$ cat src/rtl/fifo_pkg.sv
// fifo_pkg
//   Shared sizing constants and types for the 16x4 FIFO controller.
//   Pointers and the occupancy count are ADDR_W+1 bits wide. The extra MSB
//   of a pointer is its wrap bit. The count needs that bit to represent DEPTH.
//   Optional feature macro used by the controller: FIFO_CTRL_ERR_FLAGS_EN.
package fifo_pkg;

    localparam int DATA_W   = 4;
    localparam int ADDR_W   = 4;
    localparam int DEPTH    = 16;
    localparam int AF_LEVEL = 14;
    localparam int AE_LEVEL = 2;

    typedef logic [ADDR_W:0] ptr_t;
    typedef logic [ADDR_W:0] cnt_t;

    // Memory address carried by a wrapping pointer (drop the wrap bit).
    function automatic logic [ADDR_W-1:0] ptr_addr(input ptr_t p);
        return p[ADDR_W-1:0];
    endfunction

endpackage

$ cat src/rtl/fifo_ctrl_16x4_ptr.sv
// fifo_ptr
//   Wrapping ADDR_W+1 bit pointer register. It counts 0..2*DEPTH-1 and then
//   returns to 0.
// Ports
//   clk    in   clock, posedge
//   rst_n  in   synchronous active-low reset, clears pointer to 0
//   inc    in   advance pointer by one at this edge
//   ptr    out  current pointer value (registered)
module fifo_ptr
    import fifo_pkg::*;
(
    input  logic clk,
    input  logic rst_n,
    input  logic inc,
    output ptr_t ptr
);

    ptr_t r_ptr;

    // The natural ADDR_W+1 bit overflow gives the 2*DEPTH-1 -> 0 wrap.
    always_ff @(posedge clk) begin
        if (!rst_n) begin
            r_ptr <= '0;
        end else if (inc) begin
            r_ptr <= r_ptr + ptr_t'(1);
        end
    end

    assign ptr = r_ptr;

endmodule

$ cat src/rtl/fifo_ctrl_16x4.sv
// fifo_ctrl_16x4
//   Synchronous FIFO controller placed in front of a 16x4 dual-port memory.
//   It turns push/pop requests into memory write/read port activity. It also
//   tracks occupancy and the full/empty/almost flags.
//   Optional macro FIFO_CTRL_ERR_FLAGS_EN adds sticky overflow/underflow outputs.
// Ports
//   clk, rst_n        clock (posedge) and synchronous active-low reset
//   push, push_data   write request and its data
//   pop               read request
//   rd_data, rd_valid read word, valid in the one-cycle strobe after an accepted pop
//   full, empty, almost_full, almost_empty, count   occupancy status (registered)
//   mem_wr_en/addr/data   memory write port (wr_en1/address_1/data_1)
//   mem_rd_en/addr        memory read port (rd_en2/address_2)
//   mem_rd_data           memory read data (data_2)
//   overflow, underflow   sticky error flags (only with FIFO_CTRL_ERR_FLAGS_EN)
//
// Request semantics: a push is taken in any cycle where push=1 and full=0.
// A pop is taken in any cycle where pop=1 and empty=0. The flags act as the
// "ready" side and are registered, so acceptance is purely combinational from
// state. Requests made when not ready are dropped, not held. An accepted pop
// returns its word on rd_data with rd_valid=1 exactly one cycle later.
module fifo_ctrl_16x4
    import fifo_pkg::*;
(
    input  logic              clk,
    input  logic              rst_n,
    input  logic              push,
    input  logic [DATA_W-1:0] push_data,
    input  logic              pop,
    output logic [DATA_W-1:0] rd_data,
    output logic              rd_valid,
    output logic              full,
    output logic              empty,
    output logic              almost_full,
    output logic              almost_empty,
    output logic [ADDR_W:0]   count,
    output logic              mem_wr_en,
    output logic [ADDR_W-1:0] mem_wr_addr,
    output logic [DATA_W-1:0] mem_wr_data,
    output logic              mem_rd_en,
    output logic [ADDR_W-1:0] mem_rd_addr,
    input  logic [DATA_W-1:0] mem_rd_data
`ifdef FIFO_CTRL_ERR_FLAGS_EN
    ,
    output logic              overflow,
    output logic              underflow
`endif
);

    logic w_push_acc;
    logic w_pop_acc;
    ptr_t w_wr_ptr;
    ptr_t w_rd_ptr;
    cnt_t w_count_nxt;

    cnt_t r_count;
    logic r_rd_valid;
    logic r_full;
    logic r_empty;
    logic r_almost_full;
    logic r_almost_empty;

    // Collision between write and read addresses cannot occur. A pop needs
    // ~empty and a push needs ~full, so both pointers never hit the same
    // live slot in the same cycle.
    assign w_push_acc = push & ~r_full;
    assign w_pop_acc  = pop & ~r_empty;

    fifo_ptr u_wr_ptr (
        .clk   (clk),
        .rst_n (rst_n),
        .inc   (w_push_acc),
        .ptr   (w_wr_ptr)
    );

    fifo_ptr u_rd_ptr (
        .clk   (clk),
        .rst_n (rst_n),
        .inc   (w_pop_acc),
        .ptr   (w_rd_ptr)
    );

    always_comb begin
        w_count_nxt = r_count;
        case ({w_push_acc, w_pop_acc})
            2'b10:   w_count_nxt = r_count + cnt_t'(1);
            2'b01:   w_count_nxt = r_count - cnt_t'(1);
            default: w_count_nxt = r_count;
        endcase
    end

    // Flags are computed from the next count so they line up with count itself.
    always_ff @(posedge clk) begin
        if (!rst_n) begin
            r_count        <= '0;
            r_rd_valid     <= 1'b0;
            r_full         <= 1'b0;
            r_empty        <= 1'b1;
            r_almost_full  <= 1'b0;
            r_almost_empty <= 1'b1;
        end else begin
            r_count        <= w_count_nxt;
            r_rd_valid     <= w_pop_acc;
            r_full         <= (w_count_nxt == cnt_t'(DEPTH));
            r_empty        <= (w_count_nxt == cnt_t'(0));
            r_almost_full  <= (w_count_nxt >= cnt_t'(AF_LEVEL));
            r_almost_empty <= (w_count_nxt <= cnt_t'(AE_LEVEL));
        end
    end

`ifdef FIFO_CTRL_ERR_FLAGS_EN
    logic r_overflow;
    logic r_underflow;

    always_ff @(posedge clk) begin
        if (!rst_n) begin
            r_overflow  <= 1'b0;
            r_underflow <= 1'b0;
        end else begin
            r_overflow  <= r_overflow | (push & r_full);
            r_underflow <= r_underflow | (pop & r_empty);
        end
    end

    assign overflow  = r_overflow;
    assign underflow = r_underflow;
`endif

    assign mem_wr_en   = w_push_acc;
    assign mem_wr_addr = ptr_addr(w_wr_ptr);
    assign mem_wr_data = push_data;

    // Read enable is kept high during the rd_valid cycle because the memory
    // gates its data output with rd_en2. The memory output is passed straight
    // through and not re-registered here.
    assign mem_rd_en   = w_pop_acc | r_rd_valid;
    assign mem_rd_addr = ptr_addr(w_rd_ptr);
    assign rd_data     = mem_rd_data;
    assign rd_valid    = r_rd_valid;

    assign full         = r_full;
    assign empty        = r_empty;
    assign almost_full  = r_almost_full;
    assign almost_empty = r_almost_empty;
    assign count        = r_count;

endmodule

$ cat config.mk
export PLATFORM = sky130hd
export DESIGN_NAME = fifo_ctrl_16x4
export DESIGN_NICKNAME = d
export VERILOG_FILES = /design/src/rtl/fifo_pkg.sv /design/src/rtl/fifo_ctrl_16x4_ptr.sv /design/src/rtl/fifo_ctrl_16x4.sv
export SDC_FILE = /design/constraint.sdc
export NUM_CORES = 1
export LEC_CHECK = 0
export CAP_MARGIN = 0
export CORE_MARGIN = 1
export CORE_UTILIZATION = 43
export CTS_CLUSTER_SIZE = 30
export DETAILED_ROUTE_END_ITERATION = 12
export GPL_TIMING_DRIVEN = 0
export PLACE_DENSITY = 0.79
export SLEW_MARGIN = 20
export SYNTH_ARGS = -nofsm -noshare
export SYNTH_HDL_FRONTEND = slang
export SYNTH_SLANG_ARGS = --single-unit
$ cat constraint.sdc
create_clock -name clk -period 3.04 [get_ports clk]
set_clock_uncertainty 0.05 [all_clocks]
set_input_delay 0.608 -clock clk [delete_from_list [all_inputs] [get_ports clk]]
set_output_delay 0.608 -clock clk [all_outputs]
set_load 0.01 [all_outputs]
After elaboration in Yosys (flattened, before gate mapping). Cells that the tools add are included.

Bits in registers: 20. Input port bits: 12. Output and inout port bits: 28. Word-level logic and storage cells: 24.

$add $sub $neg: 4. Order comparisons: 2. Equality and inequality tests: 3. Multiplexer cells: 1. Bitwise gates (word level): 5. Reduce and logical (&&, ||, !) cells: 1.

Operators with widths (count): $add A5 B1 Y5 const B (3); $pmux W5 S2 (1); $eq A5 B5 Y1 const B (1); $ge A5 B4 Y1 const B (1); $le A5 B2 Y1 const B (1); $logic_not A5 Y1 (1); $sub A5 B1 Y5 const B (1); $and A1 B1 Y1 (2); $eq A2 B1 Y1 const B (1); $eq A2 B2 Y1 const B (1); $not A1 Y1 (2); $or A1 B1 Y1 (1).

Depth between registers and ports, before layout.
Depth after elaboration: 5. Depth in mapped cells: 12. Mapped depth without buffers: 10.

Cells and area by module. From an unflattened synthesis, not the netlist that was laid out.

Cells, all modules: 144. Area total of the unflattened synthesis: 1271.2 µm².

Modules (own cells, without submodules): fifo_ctrl_16x4 (times used 1, cells each 98, area an instance 820.8 µm², sequential area each 200.2 µm²); fifo_ptr (times used 2, cells each 23, area an instance 225.2 µm², sequential area each 100.1 µm²).

Least setup slack after synthesis. Ideal clock, no wire load.

Path kind: input-to-reg. Start point: input port push. End point: register r_almost_empty (netlist: almost_empty). Setup time: 0.096 ns. Arrival: 2.816 ns. Data required time: 2.894 ns. Slack: 0.079 ns. Cell stages on the path: 12. Buffers on the path: 2. Path through: nor2b_1 > clkbuf_1 > inv_1 > ha_1 > buf_4 > xor2_1 > ha_1 > o21ai_0 > a211oi_1 > o311ai_1 > xnor2_1 > o41ai_2.

Cells in the longest elaborated chain, start to end: 4. Elaborated cells between the ends (all ways): 5. Those cells by class: 1 x order compare; 2 x eq/ne; 1 x mux; 1 x bitwise.

RTL lines: from (decl) (line fifo_ctrl_16x4.sv:27) `input logic push,`; $and A1 B1 Y1 (*) (line fifo_ctrl_16x4.sv:66) `assign w_push_acc = push & ~r_full;`; net mem_wr_en (line fifo_ctrl_16x4.sv:37) `output logic mem_wr_en,`; $eq A2 B1 Y1 or $eq A2 B2 Y1 (tied branches) (line fifo_ctrl_16x4.sv:85) `case ({w_push_acc, w_pop_acc})`; $pmux W5 S2 (*) (line fifo_ctrl_16x4.sv:85); $le A5 B2 Y1 (*) (line fifo_ctrl_16x4.sv:107) `r_almost_empty <= (w_count_nxt <= cnt_t'(AE_LEVEL));`; to (signal assigned) (line fifo_ctrl_16x4.sv:107); to (decl) (line fifo_ctrl_16x4.sv:61) `logic r_almost_empty;`.

The timed path passes the listed nets; every way through them passes the cells marked *. A chain may end at the register's enable or synchronous reset.

Worst setup path after layout.
Start point: input port push. End point: register r_empty (netlist: empty).

Cells in the longest elaborated chain, start to end: 4. Elaborated cells between the ends (all ways): 5. Those cells by class: 2 x eq/ne; 1 x mux; 1 x bitwise; 1 x reduce/logical.

RTL lines: $and A1 B1 Y1 (*) (line fifo_ctrl_16x4.sv:66); $eq A2 B1 Y1 or $eq A2 B2 Y1 (tied branches) (line fifo_ctrl_16x4.sv:85); $pmux W5 S2 (*) (line fifo_ctrl_16x4.sv:85); $logic_not A5 Y1 (*) (line fifo_ctrl_16x4.sv:105) `r_empty <= (w_count_nxt == cnt_t'(0));`; to (signal assigned) (line fifo_ctrl_16x4.sv:105); to (decl) (line fifo_ctrl_16x4.sv:59) `logic r_empty;`.

Mark *: on every way between the ends. The rest lies on a longest branch, timed or not.

==> flow_metrics.py <==
metrics = {
    "drt": {
        "finalWirelength_microns": 2340,
        "drtAntennaViolNets": 0,
        "drtIter0Drc": 16,
        "maxUsedRoutingLayer": "met4",
        "wl_met3_microns": 123,
        "drt_pre_antenna_iters": 4,
        "vias": 986,
        "viasPerCell": 5.19,
        "met2WireLength_microns": 1180,
        "drt-met1-wl_microns": 1030,
        "route.detailed.drc": 0,
        "wl_per_cell_microns": 12.3,
    },
    "critical_path": {
        "crit_buf_inv": 5,
        "slowest_stage": "clkdlybuf4s50_1",
        "path_cells": "clkdlybuf4s50_1, nor2b_4, inv_2, ha_4, buf_6, xor2_1, ha_2, buf_4, buf_4, mux2i_2, o311ai_4, xnor2_2, o31ai_1",
        "worstPathMaxFanout": 4,
        "startpoint_type": "primary input",
        "path_delay_family": "buffers and inverters",
        "cp.required_ns": 3.19,
        "crit_top_cell": "buf_4",
        "crit_type": "primary input to flop",
        "max_stage_delay_ns": 0.45,
        "cp.arrival_ns": 3.12,
        "endpoint_kind": "flop",
    },
    "sta": {
        "finalCriticalPeriod_ns": 2.97,
        "slew_headroom_pct": 71.1,
        "tns_ns": 0,
        "worst_pin_slew_ns": 0.433,
        "min_period_over_period_pct": 97.7,
        "finalWorstSetupSlack_ns": 0.0687,
        "clock.fmax_mhz": 337,
        "drv_slew": 0,
        "setup_violations": 0,
        "hold_violations": 0,
    },
    "cells_and_area": {
        "final_layout_size_suffix_gt1_share_pct": 28.4,
        "fin_nets": 180,
        "post-route-cell-area_sq_um": 1580,
        "diodes": 0,
        "syn2layout_area_growth_pct": 50.6,
    },
    "synth": {
        "synth_area_leader_cell": "dfxtp_1",
        "synth.yosys.warnings": 0,
        "ys_ff_latch": 18,
        "synth.top_cell.area_share_pct": 34.4,
        "ys_types": 40,
        "ys_seq_area_share_pct": 34.4,
        "syn-num-nets": 136,
        "syn_inst": 119,
        "yosys-top-cells-count": "dfxtp_1, nor2_1, buf_4",
        "synth_area_sq_um": 1050,
        "synth_flop_cell": "dfxtp_1",
        "yosys-top-cells-area": "dfxtp_1, buf_4, ha_1, xor2_1, nor2_1",
        "synth_most_common_cell": "dfxtp_1",
        "syn_area_per_cell_sq_um": 8.79,
        "async_reset_ff_share_pct": 0,
        "synth-edff-count": 0,
    },
    "power_and_ir_drop": {
        "p_per_area_nw_per_um2": 594,
        "totalPowerFinal_uw": 936,
        "p_leak_nw": 0.639,
        "vdd_drop_max_uv": 444,
    },
    "worst_hold_path": {
        "min_path_type": "flop to flop",
    },
    "placed_design": {
        "routabilityCongestion": 0.857,
        "postPlaceCellArea_sq_um": 1390,
        "io_buffer_count": 31,
        "dp_hpwl_microns": 1590,
        "place_ws_ns": -0.604,
    },
    "floorplan": {
        "ioPinCount": 40,
        "core-area_sq_um": 2250,
        "die-area_sq_um": 2630,
        "start_util_pct": 46.4,
        "dieWidth_microns": 51.3,
        "rows": 17,
        "die_h_microns": 51.3,
    },
    "global_route": {
        "overflow": 0,
        "grt_usage_pct": 18.9,
        "antenna_found_initial": 0,
        "grt_pass1_wl_microns": 3720,
        "grt_max_degree": 11,
        "grt_pass1_vias": 889,
    },
    "cts": {
        "cts_root_buffer": "clkbuf_4",
        "h-tree-depth": 1,
        "clockBufferDepth": 2,
        "hold_buffers": 0,
        "cts_buffers": 3,
        "cts_tree": "yes",
        "insertion_delay_ns": 0.29,
        "clk_pin_slew_ns": 0.10,
        "cts.sinks": 18,
    },
    "status": {
        "outcome": "complete, no violations",
    },
    "run": {
        "maxCapViolations": 0,
    },
}
-- stage by stage --
step           instances  hold WS, ns  util [%]
2_1_floorplan        119        0.494         -
3_3_place_gp         178        0.447      61.7
3_5_place_dp         178        0.452      61.7
4_1_cts              185        0.480      65.1
5_1_grt              190        0.516      69.9
6_report             190        0.470      69.9
-- per-layer routing --
layer / up-vias / GRT usage, %
met5: - / 0
li1: 486 / -
met4: 0 / 4.05
met2: 42 / 34.2
met1: 456 / 21.9
met3: 2 / 5.36
-- cells in the final DEF (no fill, tap or decap), drive strengths merged, types with 4 or more instances in the layout --
cell type,n
ha,5
clkbuf,7
nor2,11
nand2,7
o21ai,6
xnor2,4
inv,5
buf,20
nand3,4
a21oi,5
xor2,7
dfxtp,18
clkdlybuf4s50,31
-- timing repair --
| action | CTS | global route |
|---|---|---|
| setup endpoints to repair | 6 | 6 |
| resized for setup | 6 | 18 |
| hold endpoints to repair | 0 | 0 |
| setup buffers | 3 | 6 |
| pin swaps | 5 | 4 |
-- flip-flops by register name (all words and copies together) (netlist names) --
signal and cells:
rd_valid 1, u_wr_ptr.ptr 4, count 5, full 1, almost_full 1, u_rd_ptr.ptr 4, almost_empty 1, empty 1
-- tightest hold or removal path, delay by kind of cell (launching register included) --
kind          cells  cell delay, ns
flops             1            0.35
xor+xnor          1            0.07
simple gates      1            0.07
-- power breakdown --
part / switching [mW] / internal, mW
Clock: 0.0709 / 0.0730
Sequential: 0.0437 / 0.277
Combinational: 0.223 / 0.248
-- area by class of cell --
| class | instances | area [sq um] |
|---|---|---|
| clock buffers | 4 | 36.3 |
| multi-input cells | 81 | 634 |
| flip-flops and latches | 18 | 360 |
| repair buffers | 40 | 378 |
| well taps | 28 | 35.0 |
| fillers | 175 | 679 |
| plain buffers | 14 | 113 |
| inverters | 5 | 18.8 |
-- worst paths after layout --
path	start	depth (start not counted)	endpoint	slack [ns]
max	push	13	empty$_SDFF_PN1_	0.07
min	u_wr_ptr.ptr[3]$_SDFFE_PN0P_	2	u_wr_ptr.ptr[3]$_SDFFE_PN0P_	0.47
max reg2reg	full$_SDFF_PN0_	12	empty$_SDFF_PN1_	0.50
min reg2reg	u_wr_ptr.ptr[3]$_SDFFE_PN0P_	2	u_wr_ptr.ptr[3]$_SDFFE_PN0P_	0.47
-- cell families (layout without fill, tap and decap cells) --
logic type	Yosys count	after routing	share of synthesized area, %
and+or+nand+nor	41	41	21.1
AOI/OAI and AO/OA	20	20	13.5
buffers and inverters	20	63	11.8
DFF	18	18	34.5
xor gates and xnor gates	11	11	9.21
adders and majority gates	5	5	5.98
muxes	4	4	3.95
Power figures use the tool's default switching activity.
